**src/rtl/serial_adder_ctrl.sv**
```systemverilog
// Bit-serial adder with start/busy/done handshake: one full-adder step per clock, LSB first.
// The full result appears on sum/cout only when the last bit has been processed.
module serial_adder_ctrl #(
    parameter int WIDTH = 8
) (
    input  logic             clk,
    input  logic             rst,
    input  logic             start,
    input  logic [WIDTH-1:0] a,
    input  logic [WIDTH-1:0] b,
    input  logic             cin,
    output logic             busy,
    output logic             done,
    output logic [WIDTH-1:0] sum,
    output logic             cout
);

    localparam int CW = $clog2(WIDTH) + 1;
    localparam logic [CW-1:0] LAST_BIT = CW'(WIDTH - 1);

    typedef enum logic [1:0] {
        IDLE,
        RUN,
        DONE
    } state_t;

    state_t           state;
    logic [WIDTH-1:0] a_sr;
    logic [WIDTH-1:0] b_sr;
    logic [WIDTH-1:0] res_sr;
    logic             carry;
    logic [CW-1:0]    bit_cnt;

    logic             s;
    logic             c_next;
    logic [WIDTH-1:0] res_next;

    assign s        = a_sr[0] ^ b_sr[0] ^ carry;
    assign c_next   = (a_sr[0] & b_sr[0]) | (carry & (a_sr[0] ^ b_sr[0]));
    // Sum bits enter at the MSB, so after WIDTH shifts bit 0 has reached the LSB.
    assign res_next = {s, res_sr[WIDTH-1:1]};

    // NOTE: every register here is state, so all assignments are non-blocking and
    // each one is cleared by the asynchronous reset, including the shift registers.
    always_ff @(posedge clk or posedge rst) begin
        if (rst) begin
            state   <= IDLE;
            a_sr    <= '0;
            b_sr    <= '0;
            res_sr  <= '0;
            carry   <= 1'b0;
            bit_cnt <= '0;
            busy    <= 1'b0;
            done    <= 1'b0;
            sum     <= '0;
            cout    <= 1'b0;
        end else begin
            case (state)
                IDLE: begin
                    if (start) begin
                        a_sr    <= a;
                        b_sr    <= b;
                        carry   <= cin;
                        bit_cnt <= '0;
                        busy    <= 1'b1;
                        state   <= RUN;
                    end
                end
                RUN: begin
                    a_sr    <= a_sr >> 1;
                    b_sr    <= b_sr >> 1;
                    res_sr  <= res_next;
                    carry   <= c_next;
                    bit_cnt <= bit_cnt + CW'(1);
                    if (bit_cnt == LAST_BIT) begin
                        sum   <= res_next;
                        cout  <= c_next;
                        busy  <= 1'b0;
                        done  <= 1'b1;
                        state <= DONE;
                    end
                end
                DONE: begin
                    done  <= 1'b0;
                    state <= IDLE;
                end
                default: begin
                    busy  <= 1'b0;
                    done  <= 1'b0;
                    state <= IDLE;
                end
            endcase
        end
    end

endmodule

```
**config.mk**
```make
export PLATFORM = sky130hd
export DESIGN_NAME = serial_adder_ctrl
export DESIGN_NICKNAME = d
export VERILOG_FILES = /design/src/rtl/serial_adder_ctrl.sv
export SDC_FILE = /design/constraint.sdc
export NUM_CORES = 1
export LEC_CHECK = 0
export ABC_AREA = 1
export BUFFER_PORTS_ARGS = -buffer_cell sky130_fd_sc_hd__buf_2
export CORE_MARGIN = 1.5
export CORE_UTILIZATION = 49
export CTS_CLUSTER_DIAMETER = 30
export DETAILED_ROUTE_END_ITERATION = 10
export PLACE_DENSITY_LB_ADDON = 0.25
export SLEW_MARGIN = 30
export SYNTH_ARGS = -nofsm -noshare
export SYNTH_HDL_FRONTEND = slang
export SYNTH_SLANG_ARGS = --single-unit
```
**constraint.sdc**
```tcl
create_clock -name clk -period 1.1 [get_ports clk]
set_clock_uncertainty 0.05 [all_clocks]
set_input_delay 0.11 -clock clk [delete_from_list [all_inputs] [get_ports clk]]
set_output_delay 0.11 -clock clk [all_outputs]
set_load 0.005 [all_outputs]
```
==> impl_metrics.json <==
{
  "status": "complete, but fails checks",
  "violations": "negative setup slack",
  "fillers": 150,
  "min_to": "b_sr[7]",
  "max_freq_mhz": 818,
  "critPathKind": "flip-flop to flip-flop",
  "h-tree-depth": 2,
  "p_seq_frac": 0.346,
  "synth_edf_count": 0,
  "hpwl_mm": 2.38,
  "yosysUniqueCellTypes": 17,
  "cts-root-buf": "clkbuf_4",
  "synth_ff_type": "dfrtp_1",
  "rr_startpoint": "a_sr[0]",
  "antenna_cells": 0,
  "antenna_found_initial": 0,
  "regToRegSetupSlack_ns": -0.12,
  "hold_ws_ns": 0.179,
  "setup_viol": 39,
  "period_minus_slack_ns": 1.22,
  "clockBufferDepth": 2,
  "final.period_utilization": 1.11,
  "r2r_cells": 3,
  "io_buffer_count": 30,
  "tightest_slew_ns": 0.286,
  "ys_seq_area_frac": 0.575,
  "cp-start-kind": "flip-flop",
  "holdPathStages": 5,
  "yosys_warnings": 0,
  "comb_power_share": 0.525,
  "drt_wl_total_mm": 5.86,
  "crit_path_max_fanout": 2,
  "grt_pass1_wl_mm": 8.72,
  "powerDensity_nw_per_um2": 2640,
  "synthTopCellsByCount": "nand2_1, dfrtp_1, nand3_1, buf_6, inv_1",
  "worstHoldStart": "start",
  "grt_max_degree": 42,
  "rsz0062_at_grt": "true",
  "area_growth_pct": 69.4,
  "slew_viol_final": 0,
  "synth-seq-cells": 41,
  "setup.worst_path.end_class": "flip-flop",
  "regArea_um2": 1030,
  "synth_area_um2": 1780,
  "maxCapViolCount": 0,
  "numCtsBuffers": 5,
  "fin_util": 0.885,
  "nets": 308,
  "hold_viol": 0,
  "antenna_left": 0,
  "synth_top_cell_area_share": 0.575,
  "wire_per_inst_um": 17.6,
  "ios": 31,
  "num_rows": 21,
  "clkTransAtPathRegs_ns": 0.13,
  "drive_gt1_frac": 0.519,
  "r2r-end": "carry",
  "grt.overflow.total": 0,
  "p_leak_nw": 1.55,
  "ir_worst_vdd_v": 0.00206,
  "synthCells": 202,
  "die_w_um": 63.3,
  "pwr-share-clk": 0.129,
  "place.gp.congestion": 0.746,
  "synth_area_leaders": "dfrtp_1, nand2_1, nand3_1, buf_6, nor2_4",
  "vias": 1765,
  "p_sw_mw": 3.28,
  "yosysMostFrequentCell": "nand2_1",
  "synthArstFlopShare": 1.00,
  "syn_nets": 224,
  "clock_latency_ns": 0.37,
  "syn_avg_cell_area_um2": 8.83,
  "crit_arrival_ns": 1.44,
  "tritoncts": "yes",
  "hp-class": "primary input to flip-flop",
  "multi_input_area_um2": 1060,
  "grt_usage": 0.285,
  "required_ns": 1.32,
  "die_y_um": 63.3,
  "coreArea_um2": 3420,
  "drc_errors": 0,
  "clock-sinks": 41,
  "die_area_um2": 4010,
  "drt-pass1-iter-count": 4,
  "p_int_mw": 4.68,
  "switching_share": 0.412,
  "slew_headroom": 0.809,
  "synth.largest_area_cell": "dfrtp_1",
  "drt_iter0_markers": 187,
  "vias_per_cell": 5.30,
  "worst_slack_ns": -0.123,
  "initial_core_util": 0.522,
  "grt_pass1_vias": 1874
}
## sequential cells by signal, summed over array words and instances, names as in the netlist
register	cells
a_sr	8
b_sr	8
sum	8
res_sr	7
bit_cnt	4
state	2
busy	1
carry	1
cout	1
done	1
## critical path, cell delays in order, from the launching register on
cell and delay (ns):
dfrtp_1 0.44, fa_1 0.47, nand2_1 0.09, nand3_1 0.08
## kinds of logic after synthesis
kind of cell | share of synthesized area
compound gates | 0.0112
fa+ha+maj | 0.0182
buf+inv | 0.0568
flops | 0.575
simple gates | 0.339
## final cells by class
class                           count  share of cell area
Clock buffer                        5              0.0124
Clock inverter                      3              0.0153
Inverter                            8              0.0153
Multi-Input combinational cell    148               0.352
Sequential cell                    41               0.340
Tap cell                           46              0.0190
Timing Repair Buffer               82               0.246
## worst max path at each step
stage,to,from,depth (start not counted)
floorplan,res_sr[7],carry,3
global placement,res_sr[7],carry,3
detailed placement,sum[4],bit_cnt[0],5
CTS,res_sr[7],b_sr[0],3
global route,bit_cnt[0],state[0],6
finish,carry,a_sr[0],3
## stage by stage
step                      worst slack [ns]  area, um^2  setup TNS, ns  instances  power (mW)
after global placement             -0.0683        2100         -0.647        288        4.74
after global routing                -0.190        3020          -4.89        333        8.42
after detailed placement            -0.102        2100          -1.09        288        4.83
after floorplan                    -0.0525        1790         -0.324        202        4.00
after CTS                           -0.115        2800          -2.13        330        7.00
final                               -0.123        3020          -3.18        333        7.96
## cells in the final DEF (no fill, tap or decap), drive strengths merged
cell type	count
dlygate4sd3	18
inv	6
o21ai	4
fa	1
ha	1
nor2	5
clkinv	2
clkinvlp	2
bufinv	1
clkbuf	5
nand2	96
buf	64
dfrtp	41
nand3	40
nand4	1
## per-layer routing
| metal | share of wire | vias up | wire, um | track usage |
|---|---|---|---|---|
| met5 | 0 | - | 0 | 0 |
| met4 | 0.035 | 0 | 206 | 0.103 |
| met3 | 0.050 | 24 | 291 | 0.0500 |
| met2 | 0.54 | 69 | 3180 | 0.536 |
| met1 | 0.37 | 851 | 2190 | 0.319 |
| li1 | - | 821 | - | - |
## timing repair
action,in CTS,in global routing
hold buffers,18,0
cloned,8,0
buffers inserted,8,4
gates resized for setup,61,58
endpoints found under the hold margin,58,0
endpoints found under the setup margin,31,43
pin swaps,11,32
## power groups by stage
| stage | clock, mW | combinational, mW | sequential, mW |
|---|---|---|---|
| floorplan | 0 | 1.46 | 2.54 |
| global placement | 0 | 2.20 | 2.54 |
| detailed placement | 0 | 2.27 | 2.56 |
| CTS | 1.02 | 3.39 | 2.58 |
| global route | 1.13 | 4.48 | 2.82 |
| finish | 1.03 | 4.18 | 2.75 |
Power figures use the tool's default switching activity.
